[src/rtl/linebuffer_pkg.sv]
// linebuffer_pkg
// Definitions shared by the feature window loader and the inner-product block:
//   NFEAT  - window length (bias entry, fixed zero entry, then data slots)
//   NSLOT  - number of data slots (entries 2..NFEAT-1)
//   DW     - feature sample width
//   CNT_W  - width of the slot counter (holds 0..NSLOT)
//   lb_state_t - loader FSM states
package linebuffer_pkg;

  localparam int NFEAT = 41;
  localparam int NSLOT = NFEAT - 2;
  localparam int DW    = 32;
  localparam int CNT_W = $clog2(NSLOT + 1);

  typedef enum logic {
    FILL = 1'b0,
    FULL = 1'b1
  } lb_state_t;

endpackage

[src/rtl/feature_window_loader.sv]
// feature_window_loader
// Collects a stream of feature samples into the xarray window consumed by the
// inner-product stage. Entry 0 is the bias, entry 1 is zero, entries 2..NFEAT-1
// hold the most recent NSLOT samples (2 = oldest, NFEAT-1 = newest). Windows
// slide by STRIDE samples; a row boundary (in_last) restarts from empty.
//
// Ports:
//   clk        clock, rising edge
//   rst        asynchronous active-high reset
//   in_data    feature sample
//   in_valid   in_data valid
//   in_ready   loader accepts a sample (depends on state only)
//   in_last    sample is the last of its row
//   xarray     window output, NFEAT entries of DW bits
//   win_valid  xarray holds a complete window
//   win_ready  consumer takes the window
//   win_idx    index of the presented window within the row
//   drop_pulse one-cycle pulse when a partial window is discarded
//
// STRIDE must lie in 1..NSLOT; NSLOT gives non-overlapping windows.
module feature_window_loader
  import linebuffer_pkg::*;
#(
  parameter int            STRIDE   = 1,
  parameter logic [DW-1:0] BIAS_VAL = 32'd1
) (
  input  logic          clk,
  input  logic          rst,
  input  logic [DW-1:0] in_data,
  input  logic          in_valid,
  output logic          in_ready,
  input  logic          in_last,
  output logic [DW-1:0] xarray [0:NFEAT-1],
  output logic          win_valid,
  input  logic          win_ready,
  output logic [15:0]   win_idx,
  output logic          drop_pulse
);

  localparam logic [CNT_W-1:0] CNT_MAX    = CNT_W'(NSLOT);
  localparam logic [CNT_W-1:0] CNT_LAST   = CNT_W'(NSLOT - 1);
  localparam logic [CNT_W-1:0] CNT_RELOAD = CNT_W'(NSLOT - STRIDE);

  lb_state_t        state_reg, state_next;
  logic [CNT_W-1:0] cnt_reg, cnt_next;
  logic [15:0]      win_idx_reg, win_idx_next;
  logic             last_reg, last_next;
  logic             drop_reg, drop_next;
  logic             shift_en;
  logic [DW-1:0]    slot_reg [0:NSLOT-1];

  // State register plus counters and flags.
  always_ff @(posedge clk or posedge rst) begin
    if (rst) begin
      state_reg   <= FILL;
      cnt_reg     <= '0;
      win_idx_reg <= '0;
      last_reg    <= 1'b0;
      drop_reg    <= 1'b0;
    end else begin
      state_reg   <= state_next;
      cnt_reg     <= cnt_next;
      win_idx_reg <= win_idx_next;
      last_reg    <= last_next;
      drop_reg    <= drop_next;
    end
  end

  // Slot shift register; slot_reg[0] is the oldest sample.
  always_ff @(posedge clk or posedge rst) begin
    if (rst) begin
      for (int k = 0; k < NSLOT; k++) slot_reg[k] <= '0;
    end else if (shift_en) begin
      for (int k = 0; k < NSLOT - 1; k++) slot_reg[k] <= slot_reg[k + 1];
      slot_reg[NSLOT-1] <= in_data;
    end
  end

  // Next-state logic. in_ready is high exactly in FILL, so in_valid alone
  // qualifies an input handshake there.
  always_comb begin
    state_next   = state_reg;
    cnt_next     = cnt_reg;
    win_idx_next = win_idx_reg;
    last_next    = last_reg;
    drop_next    = 1'b0;
    shift_en     = 1'b0;
    case (state_reg)
      FILL: begin
        if (in_valid) begin
          shift_en = 1'b1;
          if (cnt_reg == CNT_LAST) begin
            // Completing sample: present the window, remember a row end
            // until the window has been taken.
            state_next = FULL;
            cnt_next   = CNT_MAX;
            last_next  = in_last;
          end else if (in_last) begin
            // Row ended before a window completed: discard the partial one.
            cnt_next     = '0;
            win_idx_next = '0;
            drop_next    = 1'b1;
          end else begin
            cnt_next = cnt_reg + 1'b1;
          end
        end
      end
      FULL: begin
        if (win_ready) begin
          state_next = FILL;
          last_next  = 1'b0;
          if (last_reg) begin
            cnt_next     = '0;
            win_idx_next = '0;
          end else begin
            // Keep NSLOT-STRIDE samples so the next window slides by STRIDE.
            cnt_next     = CNT_RELOAD;
            win_idx_next = win_idx_reg + 16'd1;
          end
        end
      end
      default: begin
        state_next = FILL;
      end
    endcase
  end

  // Outputs.
  always_comb begin
    in_ready   = (state_reg == FILL);
    win_valid  = (state_reg == FULL);
    win_idx    = win_idx_reg;
    drop_pulse = drop_reg;
  end

  assign xarray[0] = BIAS_VAL;
  assign xarray[1] = '0;

  for (genvar gi = 0; gi < NSLOT; gi++) begin : g_xarray
    assign xarray[gi + 2] = slot_reg[gi];
  end

endmodule

[config.mk]
export PLATFORM = sky130hd
export DESIGN_NAME = feature_window_loader
export DESIGN_NICKNAME = d
export VERILOG_FILES = /design/src/rtl/linebuffer_pkg.sv /design/src/rtl/feature_window_loader.sv
export SDC_FILE = /design/constraint.sdc
export NUM_CORES = 2
export LEC_CHECK = 0
export BUFFER_PORTS_ARGS = -buffer_cell sky130_fd_sc_hd__clkbuf_2
export CAP_MARGIN = 10
export CELL_PAD_IN_SITES_DETAIL_PLACEMENT = 0
export CELL_PAD_IN_SITES_GLOBAL_PLACEMENT = 2
export CORE_AREA = 2 2 535 537
export CTS_CLUSTER_SIZE = 30
export DETAILED_ROUTE_END_ITERATION = 8
export DIE_AREA = 0 0 537 539
export GPL_ROUTABILITY_DRIVEN = 0
export PLACE_DENSITY = 0.53
export SLEW_MARGIN = 20
export SYNTH_ARGS = -nofsm -noshare
export SYNTH_HDL_FRONTEND = slang
export SYNTH_SLANG_ARGS = --single-unit
[constraint.sdc]
create_clock -name clk -period 98.5 [get_ports clk]
set_input_delay 19.7 -clock clk [delete_from_list [all_inputs] [get_ports clk]]
set_output_delay 19.7 -clock clk [all_outputs]
set_load 0.005 [all_outputs]
## Yosys cells after proc, flatten, opt, wreduce, memory -nomap -nowiden

Cells that the tools add are included.

| word-level totals | value |
|---|---|
| register bits | 1,273 |
| word-level logic and storage cells | 82 |

| cells by class | value |
|---|---|
| add/subtract/negate cells | 2 |
| bitwise gates (word level) | 1 |
| equality and inequality tests | 6 |
| reduce and logical (&&, ||, !) cells | 3 |
| multiplexer cells | 26 |

Operator list:

| operator | count |
|---|---|
| $mux W16 | 5 |
| $pmux W16 S2 | 1 |
| $mux W6 | 5 |
| $add A16 B1 Y16 const B | 1 |
| $mux W1 | 12 |
| $pmux W6 S2 | 1 |
| $add A6 B1 Y6 const B | 1 |
| $eq A6 B6 Y1 const B | 1 |
| $ne A2 B2 Y1 const B | 3 |
| $ne A2 B1 Y1 const B | 2 |
| $pmux W1 S2 | 2 |
| $reduce_and A4 Y1 | 1 |
| $reduce_and A3 Y1 | 1 |
| $reduce_and A2 Y1 | 1 |
| $not A1 Y1 | 1 |

## Longest topological paths before layout

| depth | value |
|---|---|
| depth after elaboration | 5 |
| gate-level depth with buffers | 8 |

## Worst setup path before layout

Ideal clock, no wire load.

| timing path | value |
|---|---|
| kind | in2reg |
| start | input win_ready |
| end | register win_idx_reg[10] (netlist: win_idx[10]) |
| cell stages on the path | 7 |
| setup time | 0.133 ns |
| path buffers | 3 |
| arrival time | 20.646 ns |
| setup slack | 77.721 ns |
| path through | buf_4 -> nand2_1 -> and4b_1 -> buf_2 -> buf_6 -> o31ai_1 -> o41ai_1 |

| between the ends | value |
|---|---|
| word-level cells in the longest chain between the ends | 2 |

Ends and longest elaborated chain:

| what | line | text |
|---|---|---|
| start: declaration | feature_window_loader.sv:35 | `input logic win_ready,` |
| $ne A2 B2 Y1 (no source line) | n/a |  |
| $reduce_and A4 Y1 (no source line) | n/a |  |
| end signal: assignment | feature_window_loader.sv:63 | `win_idx_reg <= win_idx_next;` |
| end: declaration | feature_window_loader.sv:46 | `logic [15:0] win_idx_reg, win_idx_next;` |

Every way passes these cells.
A chain may end at the register's enable or synchronous reset.

## Final worst setup path

| timing path | value |
|---|---|
| start | input in_valid |
| end | register slot_reg (netlist bit xarray[351]) |

| between the ends | value |
|---|---|
| word-level cells in the longest chain between the ends | 2 |

Ends and longest elaborated chain:

| what | line | text |
|---|---|---|
| start: declaration | feature_window_loader.sv:30 | `input logic in_valid,` |
| $mux W1 | feature_window_loader.sv:90 | `if (in_valid) begin` |
| $mux W1 | feature_window_loader.sv:88 | `case (state_reg)` |
| end signal: indexed assignment | feature_window_loader.sv:75 | `slot_reg[NSLOT-1] <= in_data;` |
| end: declaration | feature_window_loader.sv:50 | `logic [DW-1:0] slot_reg [0:NSLOT-1];` |

Every way passes these cells.

==> impl_metrics.csv <==
group,metric,value,unit
yosys,synth_top_family_by_area,"simple AND/OR/NAND/NOR gates",
yosys,synth_area,48670,sq um
yosys,synthCells,5503,
route,totalWireLength,236400,microns
cts,path_clk_slew,0.06,ns
critical_path,r2r_end,"xarray[351]",
critical_path,r2r_start,"win_valid",
route,avgViaCountPerCell,3.832,
sta,finalSetupTns,0,ns
route,vias,40680,
grt,busiest_layer,"met2",
cts,clk_latency,0.82,ns
yosys,synth_ff_type,"dfrtp_1",
cts,root_buffer,"clkbuf_16",
hold_path,hold_path_end,"xarray[542]",
layout,syn2layout_area_growth,31.89,%
sta,period_share,24.87,%
cts,cts_resized,0,
critical_path,path_class,"in2reg",
critical_path,r2r_slack,92.37,ns
hold_path,min-delay-start,"xarray[510]",
yosys,seq_area_frac_synth,65.46,%
layout,fin_nets,6768,
power,power_density,23.22,nW/um^2
layout,regArea,31860,sq um
sta,post-route-min-period,24.50,ns
critical_path,endpoint_kind,"flop",
die,dieHeight,539,microns
grt,grt.overflow.total,0,
die,fp.dieW,537,microns
yosys,synthSimpleGateAreaFrac,29.63,%
grt,track_usage,15.76,%
cts,post_cts_buffers,0,
cts,cts_tree,"built",
layout,largest_reg_flops,1248,
grt,grt_max_degree,181,
die,rows,196,
yosys,synth-compound-area-share,0.8124,%
sta,rsz0062_at_grt,"false",
critical_path,critPathRequiredTime,99.23,ns
layout,drive_gt1_share,23.50,%
yosys,muxShareOfSynthArea,0,%
layout,layout_common_cells,"3759 x nand2_1, 1303 x clkbuf_2, 1273 x dfrtp_1",
route,wire_per_inst,22.27,microns
yosys,synth-edff-count,0,
die,start_util,17.14,%
critical_path,reg2reg_depth,9,
sta,slew_headroom,30.89,%
yosys,synth_fa_ha_area_share,0.07713,%
placement,pre_cts_ws,73.21,ns
layout,fillers,31750,
grt,met2_usage,26.92,%
critical_path,worstPathArrival,25.23,ns
yosys,synth.area.top_cells,"dfrtp_1 65%, nand2_1 29%, buf_2 2.7%",
hold_path,holdCritPathClass,"reg2reg",
sta,setup_viol,0,
layout,multiInputGateArea,15100,sq um
grt,grt_pass1_vias,41370,
yosys,synth_top_cell_area_share,65.46,%
sta,fin_skew,0.06691,ns
route,drt_first_pass_iters,5,
hold_path,whs_path_depth,2,
sta,setup_ws,74.00,ns
yosys,yosysTopAreaCell,"dfrtp_1",
yosys,synthXorXnorAreaFrac,0,%
cts,numCtsBuffers,166,
yosys,ys_types,42,
cts,clkSinkCount,1273,
yosys,synth_warnings,0,
power,vdd_ir_drop_max,10.61,uV
yosys,postSynthAreaPerCell,8.843,sq um
sta,max_freq,40.82,MHz
grt,met3_usage,5.953,%
critical_path,worstSetupStartpointType,"primary input",
sta,tightest_slew,1.037,ns
placement,hpwl,177000,microns
die,core_area,284000,sq um
power,p_leak,37.08,nW
cts,h-tree-depth,4,
route,dr.first_iter.drc_count,2329,
sta,slew_viol_final,0,
yosys,synth-seq-cells,1273,
critical_path,critPathMaxFanout,175,
yosys,synthArstFlopShare,100.0,%
cts,cts_hold_buffers,0,
die,die_area,289400,sq um
placement,port_buffers,1303,
grt,antenna_found_initial,1,
run,maxCapViolCount,0,
die,io_pins,1368,
route,drtAntennaViolNets,0,
grt,grt_pass1_wl,329200,microns
cts,clk_path_buf_depth,4,
grt,globalRouteMet1Util,18.11,%
layout,layout_commonest_cell,"nand2_1",
status,status,"finished, final reports clean",
route,drc_errors,0,
sta,hold_viol,0,
## cells by family after synthesis
group,after synthesis
and+or+nand+nor,3810
AOI/OAI and AO/OA,58
DFF,1273
adders and majority gates,3
buffers and inverters,357
other,2
## worst max path at each step
stage | endpoint | startpoint | slack (ns)
detailed placement | xarray[1104] | in_valid | 73.21
global route | xarray[1104] | in_valid | 73.59
floorplan | cnt_reg[0] | rst | 42.92
global placement | xarray[1087] | in_valid | 73.22
CTS | xarray[351] | in_valid | 74.12
finish | xarray[351] | in_valid | 74.00
## layer usage
layer | vias up | wire (microns)
met5 | - | 0
met4 | 0 | 7237
met3 | 244 | 21320
met2 | 1188 | 116000
met1 | 20200 | 91880
li1 | 19050 | -
## final cells by class
type | instances | area share, %
diodes | 3 | 0.01170
inverters | 4 | 0.03509
repair buffers | 1348 | 10.84
clock inverters | 32 | 0.7466
flip-flops and latches | 1273 | 49.63
well taps | 3762 | 7.334
clock buffers | 258 | 7.872
multi-input cells | 3935 | 23.53
## critical path: stages
cell,delay (ns)
clkbuf_2,0.12
nor2b_4,0.36
buf_4,0.76
buf_4,0.77
buf_4,0.65
buf_4,0.80
buf_12,0.62
buf_4,0.83
nand2_1,0.13
nand2_1,0.09
## power by group
group          internal [mW]  switching (mW)  total (mW)
registers              0.588          0.0766       0.665
logic                 0.0671           0.134       0.201
clock network          0.375           0.249       0.624
## Yosys cell counts, types with 2 or more instances
library cell,count
a21oi_1,6
nand2b_1,2
nand2_1,3759
buf_6,2
buf_2,267
conb_1,2
buf_4,69
nand4_1,4
and3_1,5
o22ai_1,2
o21ai_0,12
ha_1,3
inv_1,4
a41oi_1,2
clkbuf_1,13
nor2_1,12
a31oi_1,7
and2_1,4
o211ai_1,3
nand3_1,13
o22a_1,2
o31ai_1,16
or4_1,2
dfrtp_1,1273
or2_2,2
## metrics by stage
stage               cell area (sq um)  std cells  total power, mW  hold WS [ns]  utilization [%]
floorplan                       48900       5565           0.7230        0.4699                -
global placement                58650      10320           0.8841        0.4576            20.65
detailed placement              58650      10320           0.8850        0.4662            20.65
CTS                             64180      10610            1.525        0.4681            22.60
global route                    64180      10610            1.570        0.4919            22.60
finish                          64180      10620            1.490        0.4679            22.60
No activity file was read; power rests on OpenSTA's default activity.
